[config.mk]
export PLATFORM = sky130hd
export DESIGN_NAME = sprite_plotter_flat
export DESIGN_NICKNAME = d
export VERILOG_FILES = /design/src/rtl/sprite_plotter_if.sv /design/src/rtl/sprite_plotter.sv /design/src/flat_wrapper.sv
export SDC_FILE = /design/constraint.sdc
export NUM_CORES = 1
export LEC_CHECK = 0
export BUFFER_PORTS_ARGS = -buffer_cell sky130_fd_sc_hd__clkbuf_2
export CAP_MARGIN = 20
export CORE_AREA = 2 2 82 115
export DETAILED_ROUTE_END_ITERATION = 7
export DIE_AREA = 0 0 84 117
export PLACE_DENSITY = 0.49
export REMOVE_ABC_BUFFERS = 1
export SETUP_SLACK_MARGIN = 0.3
export SLEW_MARGIN = 20
export SYNTH_ARGS = -nofsm -noshare
export SYNTH_HDL_FRONTEND = slang
export SYNTH_SLANG_ARGS = --single-unit
[constraint.sdc]
create_clock -name CLOCK_50 -period 2.07 [get_ports CLOCK_50]
set_input_delay 0 -clock CLOCK_50 [delete_from_list [all_inputs] [get_ports CLOCK_50]]
set_output_delay 0 -clock CLOCK_50 [all_outputs]
set_load 0.02 [all_outputs]
[src/rtl/sprite_plotter_if.sv]
// Request handshake between the game-control FSM (master) and sprite_plotter (slave).
interface sprite_plotter_if;
  logic       req_valid;
  logic       req_ready;
  logic       req_item;
  logic       req_erase;
  logic [2:0] req_pos;

  modport master (output req_valid, req_item, req_erase, req_pos, input req_ready);
  modport slave  (input req_valid, req_item, req_erase, req_pos, output req_ready);
endinterface

[src/rtl/sprite_plotter.sv]
// Rasterises one garbage/press sprite per request, one pixel per clock, into vga_adapter.
// Optional outline colouring is enabled by defining PLOT_BORDER_EN.
module sprite_plotter #(
  parameter int unsigned GARB_W      = 20,
  parameter int unsigned GARB_H      = 20,
  parameter int unsigned GARB_X0     = 10,
  parameter int unsigned GARB_PITCH  = 40,
  parameter int unsigned GARB_Y0     = 8,
  parameter int unsigned PRESS_W     = 16,
  parameter int unsigned PRESS_H     = 24,
  parameter int unsigned PRESS_X0    = 2,
  parameter int unsigned PRESS_PITCH = 26,
  parameter int unsigned PRESS_Y0    = 90
) (
  input  logic             CLOCK_50,
  input  logic             reset_n,
  sprite_plotter_if.slave  req,
  output logic [7:0]       x,
  output logic [6:0]       y,
  output logic [2:0]       colour,
  output logic             plot,
  output logic             busy,
  output logic             done
);

  typedef enum logic [1:0] {IDLE, LOAD, PLOT, DONE} state_t;

  state_t     state;
  logic       item_q;
  logic       erase_q;
  logic [2:0] pos_q;
  logic [7:0] x0_q;
  logic [6:0] y0_q;
  logic [7:0] w_q;
  logic [6:0] h_q;
  logic [7:0] col_q;
  logic [6:0] row_q;

  logic       in_range;
  logic [7:0] garb_org;
  logic [7:0] press_org;
  logic       last_col;
  logic       last_row;
  logic [2:0] pix_colour;

  always_comb begin
    in_range   = item_q ? (pos_q < 3'd6) : (pos_q < 3'd4);
    garb_org   = 8'(GARB_X0) + 8'(pos_q) * 8'(GARB_PITCH);
    press_org  = 8'(PRESS_X0) + 8'(pos_q) * 8'(PRESS_PITCH);
    last_col   = (col_q == w_q - 8'd1);
    last_row   = (row_q == h_q - 7'd1);
    pix_colour = item_q ? 3'b111 : 3'b010;
`ifdef PLOT_BORDER_EN
    if (col_q == '0 || last_col || row_q == '0 || last_row)
      pix_colour = 3'b100;
`endif
    if (erase_q)
      pix_colour = 3'b000;
  end

  // req_ready is held low through the done cycle and only re-raised from IDLE,
  // so the cycle after done is the first one that can accept.
  always_ff @(posedge CLOCK_50) begin
    if (!reset_n) begin
      state         <= IDLE;
      x             <= '0;
      y             <= '0;
      colour        <= '0;
      plot          <= 1'b0;
      busy          <= 1'b0;
      done          <= 1'b0;
      req.req_ready <= 1'b1;
      item_q        <= 1'b0;
      erase_q       <= 1'b0;
      pos_q         <= '0;
      x0_q          <= '0;
      y0_q          <= '0;
      w_q           <= '0;
      h_q           <= '0;
      col_q         <= '0;
      row_q         <= '0;
    end else begin
      case (state)
        IDLE: begin
          plot <= 1'b0;
          done <= 1'b0;
          if (req.req_ready && req.req_valid) begin
            item_q        <= req.req_item;
            erase_q       <= req.req_erase;
            pos_q         <= req.req_pos;
            busy          <= 1'b1;
            req.req_ready <= 1'b0;
            state         <= LOAD;
          end else begin
            busy          <= 1'b0;
            req.req_ready <= 1'b1;
          end
        end
        LOAD: begin
          x0_q  <= item_q ? press_org : garb_org;
          y0_q  <= item_q ? 7'(PRESS_Y0) : 7'(GARB_Y0);
          w_q   <= item_q ? 8'(PRESS_W) : 8'(GARB_W);
          h_q   <= item_q ? 7'(PRESS_H) : 7'(GARB_H);
          col_q <= '0;
          row_q <= '0;
          state <= in_range ? PLOT : DONE;
        end
        PLOT: begin
          x      <= x0_q + col_q;
          y      <= y0_q + row_q;
          colour <= pix_colour;
          plot   <= 1'b1;
          if (last_col) begin
            col_q <= '0;
            if (last_row)
              state <= DONE;
            else
              row_q <= row_q + 7'd1;
          end else begin
            col_q <= col_q + 8'd1;
          end
        end
        DONE: begin
          plot  <= 1'b0;
          done  <= 1'b1;
          state <= IDLE;
        end
        default: state <= IDLE;
      endcase
    end
  end

endmodule

[src/flat_wrapper.sv]
// flat-port wrapper written by rule: the top's interface ports become plain ports
module sprite_plotter_flat 
#(
  parameter int unsigned GARB_W      = 20,
  parameter int unsigned GARB_H      = 20,
  parameter int unsigned GARB_X0     = 10,
  parameter int unsigned GARB_PITCH  = 40,
  parameter int unsigned GARB_Y0     = 8,
  parameter int unsigned PRESS_W     = 16,
  parameter int unsigned PRESS_H     = 24,
  parameter int unsigned PRESS_X0    = 2,
  parameter int unsigned PRESS_PITCH = 26,
  parameter int unsigned PRESS_Y0    = 90
)
  (CLOCK_50, reset_n, x, y, colour, plot, busy, done, req_req_valid, req_req_item, req_req_erase, req_req_pos, req_req_ready);
  sprite_plotter_if req_i ();
  input  logic CLOCK_50;
  input  logic reset_n;
  output logic [7:0] x;
  output logic [6:0] y;
  output logic [2:0] colour;
  output logic plot;
  output logic busy;
  output logic done;
  input wire logic [$bits(req_i.req_valid)-1:0] req_req_valid;
  input wire logic [$bits(req_i.req_item)-1:0] req_req_item;
  input wire logic [$bits(req_i.req_erase)-1:0] req_req_erase;
  input wire logic [$bits(req_i.req_pos)-1:0] req_req_pos;
  output wire logic [$bits(req_i.req_ready)-1:0] req_req_ready;
  assign req_i.req_valid = req_req_valid;
  assign req_i.req_item = req_req_item;
  assign req_i.req_erase = req_req_erase;
  assign req_i.req_pos = req_req_pos;
  assign req_req_ready = req_i.req_ready;
  sprite_plotter #(.GARB_W(GARB_W), .GARB_H(GARB_H), .GARB_X0(GARB_X0), .GARB_PITCH(GARB_PITCH), .GARB_Y0(GARB_Y0), .PRESS_W(PRESS_W), .PRESS_H(PRESS_H), .PRESS_X0(PRESS_X0), .PRESS_PITCH(PRESS_PITCH), .PRESS_Y0(PRESS_Y0)) u_core (.CLOCK_50(CLOCK_50), .reset_n(reset_n), .req(req_i), .x(x), .y(y), .colour(colour), .plot(plot), .busy(busy), .done(done));
endmodule
==> flow_summary.ini <==
[setup_path]
cp_max_fo = 3
cp_cell_sequence = ha_4 -> ha_4 -> fa_2 -> nand4_1 -> nor2_2 -> xnor2_1 -> a21oi_1 -> a211oi_1
critical_path_depth = 8
worst-setup-path-type = reg -> reg
crit_buf_inv = 0
endpoint_kind = flip-flop
cp-start-kind = flip-flop
worstPathRequired_ns = 2.29
crit_slowest_cell = fa_2
slowest_delay_ns = 0.53
cpMostUsedCell = ha_4
arrival_ns = 2.26
worst_path_dominant_cell_family = adder cells
r2r_cells = 8

[clocking]
clk-insertion-delay-late_ns = 0.30
cts_tree = yes
numCtsBuffers = 5
clk_pin_slew_ns = 0.07
cts_num_sinks = 53
root_buffer = clkbuf_16
cts_max_path_buffers = 2
h-tree-depth = 2

[routing]
first_pass_iters = 4
wl_per_cell_um = 14.83
wl_um = 7536
drcViolationCount = 0
drt_iter0_markers = 95
antenna_left = 0
vias_per_cell = 5.106
vias = 2594

[status]
outcome = completed

[sta]
post-route-period-util_pct = 98.71
worst_slack_ns = 0.02677
fin_tns_setup_ns = 0
rsz0062_at_grt = true
slew_viol_final = 0
finalHoldViolations = 0
skew_ns = 0.003597
worst_pin_slew_ns = 0.5242
hold_slack_ns = 0.09648
fin_crit_ns = 2.043
fmax_mhz = 489.4
setup_viol = 0
maxSlewHeadroom_pct = 65.00

[die]
die_w_um = 84
ios = 30
start_util_pct = 33.95
design.core.area_um2 = 8875
die-area_um2 = 9828
rows = 41
die_y_um = 117

[final_layout]
nets = 437
area_growth_pct = 32.77
final_area_um2 = 4000
diodes = 0
drive_gt1_share_pct = 33.17

[placement]
dpl.hpwl_um = 5343
dp_slack_ns = -0.08208
gp_congestion = 0.8082
dpl-instance-area_um2 = 3453
portBuffers = 29

[pwr]
leakagePower_nw = 1.639
p_int_w = 0.002543
vdd_drop_max_mv = 0.4189
p_clk_share_pct = 22.3
switching_share_pct = 37.47
p_sw_w = 0.001524
power_density_nw_per_um2 = 1017
p_total_w = 0.004067
comb_power_share_pct = 45.1
p_seq_share_pct = 32.5

[synthesis]
ys_seq_area_share_pct = 35.22
syn_area_per_cell_um2 = 9.075
ys_ff_latch = 53
synth-edff-count = 0
async_reset_ff_share_pct = 0
synth_area_um2 = 3013
ys_warn_count = 0
synth_cell_type_count = 49
syn_inst = 332
synth_flop_cell = dfxtp_1

[global_route]
first_global_vias = 2541
grt_first_pass_wirelength_um = 12270
antenna_found_initial = 0
grt-ovfl-total = 0
grt_max_degree = 25
grt_usage_pct = 15.95

[worst_hold_path]
hp-class = in -> reg
min_path_cells = 3

[run]
max_cap_violations = 0
power by group through the flow:
| stage | combinational [W] | clock (W) | sequential [W] |
|---|---|---|---|
| after CTS | 0.00179 | 0.000943 | 0.00132 |
| after global routing | 0.00204 | 0.000974 | 0.00135 |
| after detailed placement | 0.00164 | 0 | 0.00133 |
| after floorplan | 0.00102 | 0 | 0.00140 |
| after global placement | 0.00162 | 0 | 0.00132 |
| final | 0.00184 | 0.000908 | 0.00132 |
final cells by class:
type	instances	area, um^2
flip-flops and latches	53	1079
clock buffers	7	152.6
multi-input cells	252	2047
fillers	879	4875
repair buffers	77	536.8
clock inverters	1	5.005
well taps	107	133.9
inverters	11	46.29
final timing paths:
path | from | to | slack (ns)
worst max-delay path | u_core.pos_q[0]$_SDFFE_PN0P_ | u_core.x0_q[7]$_SDFFE_PN0P_ | 0.03
worst min-delay path | reset_n | u_core.req.req_ready$_SDFFE_PN1P_ | 0.1
worst max register to register | u_core.pos_q[0]$_SDFFE_PN0P_ | u_core.x0_q[7]$_SDFFE_PN0P_ | 0.03
worst min register to register | u_core.x0_q[5]$_SDFFE_PN0P_ | u_core.x0_q[5]$_SDFFE_PN0P_ | 0.48
registers in the layout, summed over array words and instances, names as in the netlist:
| name | flops |
|---|---|
| u_core.h_q | 1 |
| u_core.erase_q | 1 |
| u_core.row_q | 7 |
| u_core.plot | 1 |
| u_core.req.req_ready | 1 |
| u_core.colour | 2 |
| u_core.y | 7 |
| u_core.y0_q | 2 |
| u_core.busy | 1 |
| u_core.x | 8 |
| u_core.state | 2 |
| u_core.pos_q | 3 |
| u_core.done | 1 |
| u_core.x0_q | 7 |
| u_core.item_q | 1 |
| u_core.col_q | 8 |
worst reg2reg max path, stage by stage, from the launching register on:
cell	delay, ns
dfxtp_2	0.35
ha_4	0.25
ha_4	0.16
fa_2	0.53
nand4_1	0.11
nor2_2	0.14
xnor2_1	0.13
a21oi_1	0.08
a211oi_1	0.21
cells by family after synthesis:
group                      after synthesis  synth area share (%)
AOI/OAI and AO/OA                       55                 12.83
xor gates and xnor gates                28                 8.139
adders and majority gates               29                 12.54
buffers and inverters                   27                 3.738
DFF                                     53                 35.22
muxes                                   24                 7.973
and+or+nand+nor                        116                 19.56
layout by cell type, fill, tap and decap left out, types with 7 or more instances in the layout:
master	count
nand2_1	16
xnor2_1	15
clkbuf_2	29
nor2_1	42
xor2_1	11
ha_1	18
dfxtp_1	43
ha_4	8
nand4_1	7
buf_4	38
nand3_1	12
dfxtp_2	8
mux2i_1	24
a21oi_1	11
what timing repair did:
item / 4_1_cts / 5_1_grt
resized for setup: 37 / 23
setup endpoints to repair: 23 / 23
hold buffers: 5 / 0
buffers inserted: 10 / 2
hold endpoints to repair: 5 / 0
pin swaps: 31 / 28
cells in the mapped netlist, types with 6 or more instances:
library cell  count  area share [%]
xor2_1           11             3.2
inv_1            10             1.2
nor2_1           47             5.9
or3_1             6             1.2
nand4_1           7             1.5
nand2_1          17             2.1
mux2i_1          24             8.0
a31oi_1           7             1.5
nand3b_1          6             1.5
o21ai_0           6             1.0
xnor2_1          17             4.9
dfxtp_1          53              35
clkbuf_1         11             1.4
nand3_1          12             2.0
ha_1             27              11
a21oi_1          16             2.7
stage by stage:
| stage | cells | util [%] |
|---|---|---|
| 5_1_grt | 508 | 45.07 |
| 3_5_place_dp | 483 | 38.91 |
| 3_3_place_gp | 483 | 38.91 |
| 4_1_cts | 506 | 43.82 |
| 2_1_floorplan | 316 | - |
| 6_report | 508 | 45.07 |
per-layer routing:
| layer | global-route usage, % | part of all wire (%) | up-vias |
|---|---|---|---|
| li1 | - | - | 1318 |
| met3 | 2.735 | 2.6 | 10 |
| met2 | 32.00 | 55 | 33 |
| met1 | 16.02 | 40 | 1233 |
| met5 | 0 | 0 | - |
| met4 | 7.097 | 2.4 | 0 |
No activity file was read; power rests on OpenSTA's default activity.
